==> src/rtl/uart_pkg.sv <==
`default_nettype none
// ============================================================================
// Module   : uart_pkg
// Purpose  : Shared UART types and elaboration-time helpers (receiver and
//            transmitter use the same state encoding and tick arithmetic).
// Revision : 1.0 - initial release
// ============================================================================
package uart_pkg;

    typedef enum logic [2:0] {
        IDLE      = 3'd0,
        START     = 3'd1,
        DATA      = 3'd2,
        PARITY    = 3'd3,
        STOP      = 3'd4,
        WAIT_IDLE = 3'd5
    } rx_state_t;

    // System clocks per oversample tick.
    function automatic int calc_div(input int clk_freq, input int baud_rate, input int oversample);
        return clk_freq / (baud_rate * oversample);
    endfunction

    function automatic int mid_tick(input int oversample);
        return oversample / 2 - 1;
    endfunction

    function automatic int last_tick(input int oversample);
        return oversample - 1;
    endfunction

    function automatic int bit_cnt_width(input int data_width);
        return $clog2(data_width + 1);
    endfunction

endpackage
`default_nettype wire

==> src/rtl/uart_baud_tick.sv <==
`default_nettype none
// ============================================================================
// Module   : uart_baud_tick
// Purpose  : Free-running divider producing one oversample tick every DIV clocks.
// Revision : 1.0 - initial release
// ============================================================================
module uart_baud_tick
    import uart_pkg::*;
#(
    parameter int CLK_FREQ   = 50_000_000,
    parameter int BAUD_RATE  = 19_200,
    parameter int OVERSAMPLE = 16
) (
    input  logic i_clock,
    input  logic i_reset,
    output logic o_tick
);

    localparam int c_DIV   = calc_div(CLK_FREQ, BAUD_RATE, OVERSAMPLE);
    localparam int c_CNT_W = (c_DIV > 1) ? $clog2(c_DIV) : 1;
    localparam logic [c_CNT_W-1:0] c_LAST = c_CNT_W'(c_DIV - 1);

    generate
        if (c_DIV < 2) begin : g_div_check
            $error("uart_baud_tick: CLK_FREQ/(BAUD_RATE*OVERSAMPLE) must be at least 2");
        end
    endgenerate

    logic [c_CNT_W-1:0] r_cnt;

    always_ff @(posedge i_clock or negedge i_reset) begin
        if (!i_reset) begin
            r_cnt  <= '0;
            o_tick <= 1'b0;
        end else if (r_cnt == c_LAST) begin
            r_cnt  <= '0;
            o_tick <= 1'b1;
        end else begin
            r_cnt  <= r_cnt + 1'b1;
            o_tick <= 1'b0;
        end
    end

endmodule
`default_nettype wire

==> src/rtl/uart_receiver.sv <==
`default_nettype none
// ============================================================================
// Module   : uart_receiver
// Purpose  : Oversampling UART receiver with framing and optional even-parity
//            checking (enabled by defining UART_RX_PARITY_CHECK_EN).
// Revision : 1.0 - initial release
// ============================================================================
module uart_receiver
    import uart_pkg::*;
#(
    parameter int DATA_WIDTH_UART   = 8,
    parameter int STOP_WIDTH_UART   = 1,
    parameter int PARITY_WIDTH_UART = 1,
    parameter int CLK_FREQ          = 50_000_000,
    parameter int BAUD_RATE         = 19_200,
    parameter int OVERSAMPLE        = 16
) (
    input  logic                                                     i_clock,
    input  logic                                                     i_reset,
    input  logic                                                     i_rx,
    output logic [DATA_WIDTH_UART-1:0]                               o_rx_data,
    output logic [((PARITY_WIDTH_UART > 0) ? PARITY_WIDTH_UART : 1)-1:0] o_rx_parity,
    output logic                                                     o_rx_done,
    output logic                                                     o_frame_err,
    output logic                                                     o_parity_err
);

    localparam int c_TICK_W = $clog2(OVERSAMPLE);
    localparam int c_BIT_W  = bit_cnt_width(DATA_WIDTH_UART);
    localparam logic [c_TICK_W-1:0] c_MID_TICK  = c_TICK_W'(mid_tick(OVERSAMPLE));
    localparam logic [c_TICK_W-1:0] c_LAST_TICK = c_TICK_W'(last_tick(OVERSAMPLE));
    localparam logic [c_BIT_W-1:0]  c_LAST_DATA = c_BIT_W'(DATA_WIDTH_UART - 1);
    localparam logic [c_BIT_W-1:0]  c_LAST_STOP = c_BIT_W'(STOP_WIDTH_UART - 1);

    logic                       w_tick;
    logic                       r_rx_meta, r_rx_sync;
    rx_state_t                  r_state, w_state_next;
    logic [c_TICK_W-1:0]        r_tick_cnt, w_tick_cnt_next;
    logic [c_BIT_W-1:0]         r_bit_cnt, w_bit_cnt_next;
    logic [DATA_WIDTH_UART-1:0] r_shift, w_shift_next;
    logic                       r_parity_bit, w_parity_bit_next;
    logic                       r_stop_ok, w_stop_ok_next;
    logic                       w_done, w_frame_err, w_parity_err;

    uart_baud_tick #(
        .CLK_FREQ   (CLK_FREQ),
        .BAUD_RATE  (BAUD_RATE),
        .OVERSAMPLE (OVERSAMPLE)
    ) u_baud_tick (
        .i_clock (i_clock),
        .i_reset (i_reset),
        .o_tick  (w_tick)
    );

    always_ff @(posedge i_clock or negedge i_reset) begin
        if (!i_reset) begin
            r_rx_meta <= 1'b1;
            r_rx_sync <= 1'b1;
        end else begin
            r_rx_meta <= i_rx;
            r_rx_sync <= r_rx_meta;
        end
    end

    always_ff @(posedge i_clock or negedge i_reset) begin
        if (!i_reset) begin
            r_state      <= IDLE;
            r_tick_cnt   <= '0;
            r_bit_cnt    <= '0;
            r_shift      <= '0;
            r_parity_bit <= 1'b0;
            r_stop_ok    <= 1'b1;
        end else begin
            r_state      <= w_state_next;
            r_tick_cnt   <= w_tick_cnt_next;
            r_bit_cnt    <= w_bit_cnt_next;
            r_shift      <= w_shift_next;
            r_parity_bit <= w_parity_bit_next;
            r_stop_ok    <= w_stop_ok_next;
        end
    end

    always_comb begin
        w_state_next      = r_state;
        w_tick_cnt_next   = r_tick_cnt;
        w_bit_cnt_next    = r_bit_cnt;
        w_shift_next      = r_shift;
        w_parity_bit_next = r_parity_bit;
        w_stop_ok_next    = r_stop_ok;
        w_done            = 1'b0;
        w_frame_err       = 1'b0;
        case (r_state)
            IDLE: begin
                if (!r_rx_sync) begin
                    w_state_next    = START;
                    w_tick_cnt_next = '0;
                end
            end
            START: begin
                if (w_tick) begin
                    if (r_tick_cnt == c_MID_TICK) begin
                        w_tick_cnt_next = '0;
                        w_bit_cnt_next  = '0;
                        w_state_next    = r_rx_sync ? IDLE : DATA;
                    end else begin
                        w_tick_cnt_next = r_tick_cnt + 1'b1;
                    end
                end
            end
            DATA: begin
                if (w_tick) begin
                    if (r_tick_cnt == c_LAST_TICK) begin
                        w_tick_cnt_next = '0;
                        // Line order is LSB first, so shifting in from the top lands bit 0 at the LSB.
                        w_shift_next    = {r_rx_sync, r_shift[DATA_WIDTH_UART-1:1]};
                        if (r_bit_cnt == c_LAST_DATA) begin
                            w_bit_cnt_next = '0;
                            w_stop_ok_next = 1'b1;
                            w_state_next   = (PARITY_WIDTH_UART == 1) ? PARITY : STOP;
                        end else begin
                            w_bit_cnt_next = r_bit_cnt + 1'b1;
                        end
                    end else begin
                        w_tick_cnt_next = r_tick_cnt + 1'b1;
                    end
                end
            end
            PARITY: begin
                if (w_tick) begin
                    if (r_tick_cnt == c_LAST_TICK) begin
                        w_tick_cnt_next   = '0;
                        w_parity_bit_next = r_rx_sync;
                        w_state_next      = STOP;
                    end else begin
                        w_tick_cnt_next = r_tick_cnt + 1'b1;
                    end
                end
            end
            STOP: begin
                if (w_tick) begin
                    if (r_tick_cnt == c_LAST_TICK) begin
                        w_tick_cnt_next = '0;
                        w_stop_ok_next  = r_stop_ok & r_rx_sync;
                        if (r_bit_cnt == c_LAST_STOP) begin
                            w_bit_cnt_next = '0;
                            if (r_stop_ok && r_rx_sync) begin
                                w_done       = 1'b1;
                                w_state_next = IDLE;
                            end else begin
                                w_frame_err  = 1'b1;
                                w_state_next = WAIT_IDLE;
                            end
                        end else begin
                            w_bit_cnt_next = r_bit_cnt + 1'b1;
                        end
                    end else begin
                        w_tick_cnt_next = r_tick_cnt + 1'b1;
                    end
                end
            end
            WAIT_IDLE: begin
                // A held-low (break) line must return high before a new start is armed.
                if (r_rx_sync) begin
                    w_state_next = IDLE;
                end
            end
            default: w_state_next = IDLE;
        endcase
    end

`ifdef UART_RX_PARITY_CHECK_EN
    assign w_parity_err = w_done && (PARITY_WIDTH_UART == 1) && (^{r_shift, r_parity_bit});
`else
    assign w_parity_err = 1'b0;
`endif

    always_ff @(posedge i_clock or negedge i_reset) begin
        if (!i_reset) begin
            o_rx_data    <= '0;
            o_rx_parity  <= '0;
            o_rx_done    <= 1'b0;
            o_frame_err  <= 1'b0;
            o_parity_err <= 1'b0;
        end else begin
            o_rx_done    <= w_done;
            o_frame_err  <= w_frame_err;
            o_parity_err <= w_parity_err;
            if (w_done) begin
                o_rx_data   <= r_shift;
                o_rx_parity <= r_parity_bit;
            end
        end
    end

endmodule
`default_nettype wire

==> config.mk <==
export PLATFORM = sky130hd
export DESIGN_NAME = uart_receiver
export DESIGN_NICKNAME = d
export VERILOG_FILES = /design/src/rtl/uart_pkg.sv /design/src/rtl/uart_baud_tick.sv /design/src/rtl/uart_receiver.sv
export SDC_FILE = /design/constraint.sdc
export NUM_CORES = 1
export LEC_CHECK = 0
export CAP_MARGIN = 15
export CORE_AREA = 2 2 63 110
export DETAILED_ROUTE_END_ITERATION = 7
export DIE_AREA = 0 0 65 112
export GPL_ROUTABILITY_DRIVEN = 0
export PLACE_DENSITY_LB_ADDON = 0.08
export SYNTH_ARGS = -nofsm -noshare
export SYNTH_HDL_FRONTEND = slang
export SYNTH_SLANG_ARGS = --single-unit
==> constraint.sdc <==
create_clock -name i_clock -period 5 [get_ports i_clock]
set_input_delay 0.5 -clock i_clock [delete_from_list [all_inputs] [get_ports i_clock]]
set_output_delay 0.5 -clock i_clock [all_outputs]
set_load 0.005 [all_outputs]
==> out/metrics.cfg <==
[clocking]
clockRootBuffer = sky130_fd_sc_hd__clkbuf_16
tritoncts.num_buffers = 5
tritoncts = yes
worst_skew_pair.late_latency_ns = 0.28
cts.repair_timing.setup_buffer_count = 0
cts.sinks = 43
cts_repair_resize_count = 0
clock_path_buffers = 2
cts_hold_buf = 0
clkSlewWorstSetupHoldPaths_ns = 0.06
cts_h_tree_lvls = 2

[power_and_ir_drop]
switching_power_uw = 141.7
leakagePower_uw = 0.001092
intPower_uw = 599.4
seq_power_share_pct = 47.3
p_sw_share_pct = 19.12
power_per_cell_area_nw_per_um2 = 305.3
power.share.clock_pct = 51.5
ir_worst_vdd_uv = 234.7
comb_power_share_pct = 1.2

[floorplan]
design.core.area_um2 = 6392
initial_core_util_pct = 32.22
rows = 39
die_height_um = 112
die_area_um2 = 7280
chipWidth_um = 65
ioPinCount = 15

[critical_path]
worst-path-max-fanout = 10
critical_path_class = register to register
critPathLaunchType = register
worstReg2RegEnd = o_rx_data[0]
critPathCaptureType = register
reg2reg_slack_ns = 2.76
timing.reg2reg.worst_path_depth = 6
r2r_start = r_bit_cnt[0]
cp_data_arrival_time_ns = 2.41
timing.critical_path.from = r_bit_cnt[0]
cp_data_required_time_ns = 5.17

[sta]
fin_tns_setup_ns = 0
finalSetupViolations = 0
timing.final.crit_period_ns = 2.244
worst_hold_slack_ns = 0.3561
post-route-period-util_pct = 44.88
post_route_skew_ns = 0.005566
fmax_mhz = 445.6
max-slew-margin-rel_pct = 36.64
timing_max_transition_violations_final = 0
hold_viol_final = 0
rsz0062_at_grt = no
tightest_slew_ns = 0.9504

[grt]
globalRouteTotalUtil_pct = 12.17
grt_remaining_overflow = 0
grt_start_max_net_pins = 44
grt_util_met1_pct = 14.17
initial_antenna_violation_count = 0
global_route.usage.met2_pct = 20.41
number_of_global_route_vias_before_repair = 1348
grt_first_pass_wirelength_um = 6686
grt_util_met3_pct = 2.727
grt.busiest_layer = met2

[final_layout]
fin_nets = 206
insertedDiodeCount = 0
layout.filler_cells = 651
drive_above_1_share_pct = 18.59
seqCellArea_um2 = 1080
area_used_by_multi_input_combinational_logic_um2 = 927.1
synthToLayoutAreaGrowth_pct = 17.86

[yosys]
ys.flop_type = sky130_fd_sc_hd__dfrtp_1
ys_ff_latch = 43
syn_avg_cell_area_um2 = 11.13
total_number_of_yosys_warnings = 0
post_synth_inst_count = 185
synth_nets = 193
synth_area_um2 = 2059
seq_area_frac_synth_pct = 52.43
number_of_synthesized_flops_with_an_enable_pin = 0
synth.lib_cells_used.distinct = 48
asyncSetResetFlopFracSynth_pct = 100.0

[flow_run]
cap_violations = 0

[detailed_routing]
drt_iter0_markers = 17
postRouteAntennaNets = 0
vias = 1343
detail_route.vias_per_cell = 4.779
finalWirelength_um = 3850
drt_first_pass_iters = 2
post-route-drc-count = 0
routed_wire_length_per_instance_um = 13.70

[min_path]
min_path_type = input pin to asynchronous set/reset pin

[place]
numPortBuffers = 13
post-dp-hpwl_um = 2692

[run_status]
outcome = complete, no violations

==> power by group through the flow <==
stage	Sequential [uW]	Clock (uW)	Combinational, uW
4_1_cts	351	395	9.47
3_5_place_dp	357	0	9.44
2_1_floorplan	356	0	2.34
3_3_place_gp	357	0	9.36
6_report	351	382	8.67
5_1_grt	351	409	10.5
==> cell families (layout without fill, tap and decap cells) <==
kind of cell | count (synthesis) | after routing | share of synthesized area (%)
simple gates | 65 | 65 | 17.74
compound gates | 31 | 31 | 9.720
xor+xnor | 7 | 7 | 2.977
buf+inv | 12 | 26 | 2.552
flops | 43 | 43 | 52.43
fa+ha+maj | 5 | 5 | 3.038
mux | 21 | 21 | 11.36
other cells | 1 | 1 | 0.1821
==> synth_stat cells, drive strengths merged, types with 3 or more instances <==
master | n | share of area (%)
dfrtp | 40 | 49
mux2 | 19 | 10
nand2 | 17 | 3.1
o21ai | 14 | 3.4
nor2 | 9 | 1.8
a21oi | 7 | 1.9
nand3 | 7 | 1.7
xnor2 | 6 | 2.6
ha | 5 | 3.0
inv | 5 | 0.91
nor2b | 5 | 1.5
clkbuf | 4 | 0.79
nor3b | 4 | 1.7
buf | 3 | 0.85
dfstp | 3 | 3.8
nand2b | 3 | 0.91
nand3b | 3 | 1.1
==> state kept, by name (all words and copies together) (netlist names), 3 cells and up <==
register / flops
r_bit_cnt: 4
o_rx_data: 8
r_shift: 8
r_tick_cnt: 4
r_state: 3
u_baud_tick.r_cnt: 8
==> final cells by class <==
type / count / share of cell area (%)
Sequential cell: 43 / 44.48
Multi-Input combinational cell: 130 / 38.20
Clock buffer: 6 / 5.722
Timing Repair Buffer: 13 / 5.155
Tap cell: 82 / 4.227
Clock inverter: 2 / 1.443
Inverter: 5 / 0.7732
==> cell usage in the layout (no fill, tap or decap), types with 2 or more instances in the layout <==
| cell type | instances |
|---|---|
| sky130_fd_sc_hd__dfrtp_1 | 40 |
| sky130_fd_sc_hd__mux2_2 | 18 |
| sky130_fd_sc_hd__nand2_1 | 17 |
| sky130_fd_sc_hd__o21ai_0 | 13 |
| sky130_fd_sc_hd__clkdlybuf4s50_1 | 12 |
| sky130_fd_sc_hd__nor2_1 | 8 |
| sky130_fd_sc_hd__nand3_1 | 7 |
| sky130_fd_sc_hd__xnor2_1 | 6 |
| sky130_fd_sc_hd__a21oi_1 | 6 |
| sky130_fd_sc_hd__inv_1 | 5 |
| sky130_fd_sc_hd__nor2b_1 | 5 |
| sky130_fd_sc_hd__ha_1 | 5 |
| sky130_fd_sc_hd__clkbuf_16 | 5 |
| sky130_fd_sc_hd__nand3b_1 | 3 |
| sky130_fd_sc_hd__nor3b_1 | 3 |
| sky130_fd_sc_hd__nand2b_1 | 3 |
| sky130_fd_sc_hd__dfstp_2 | 3 |
| sky130_fd_sc_hd__and3_1 | 2 |
| sky130_fd_sc_hd__mux2i_1 | 2 |
| sky130_fd_sc_hd__or3b_1 | 2 |
| sky130_fd_sc_hd__and2_1 | 2 |
| sky130_fd_sc_hd__or3_1 | 2 |
| sky130_fd_sc_hd__a22o_1 | 2 |
| sky130_fd_sc_hd__a21o_1 | 2 |
==> routing by layer <==
layer | vias to the layer above | part of all wire (%)
li1 | 673 | -
met1 | 654 | 42
met2 | 12 | 53
met3 | 4 | 2.1
met4 | 0 | 2.1
met5 | - | 0
==> worst max-delay path, stage by stage, from the launching register on <==
cell                       delay [ns]
sky130_fd_sc_hd__dfrtp_1         0.42
sky130_fd_sc_hd__inv_1           0.08
sky130_fd_sc_hd__ha_1            0.13
sky130_fd_sc_hd__or3b_1          0.40
sky130_fd_sc_hd__nand3b_1        0.23
sky130_fd_sc_hd__nor2_2          0.46
sky130_fd_sc_hd__mux2_2          0.40
==> worst max path at each step <==
stage          cells after the start  slack, ns            to
2_1_floorplan                      6       3.05  o_rx_data[0]
3_3_place_gp                       6       2.76  o_rx_data[7]
3_5_place_dp                       6       2.75  o_rx_data[0]
4_1_cts                            6       2.73  o_rx_data[0]
5_1_grt                            6       2.61  o_rx_data[0]
6_report                           6       2.76  o_rx_data[0]
==> through the flow <==
step	power, uW	utilization, %	cells	setup slack [ns]	area, um^2
after CTS	755.0	37.97	281	2.726	2427
after floorplan	358.3	-	185	3.051	2059
after detailed placement	366.5	35.25	273	2.746	2253
final	741.1	37.97	281	2.756	2427
after global placement	366.3	35.25	273	2.761	2253
after global routing	769.8	37.97	281	2.611	2427
Power figures use the tool's default switching activity.
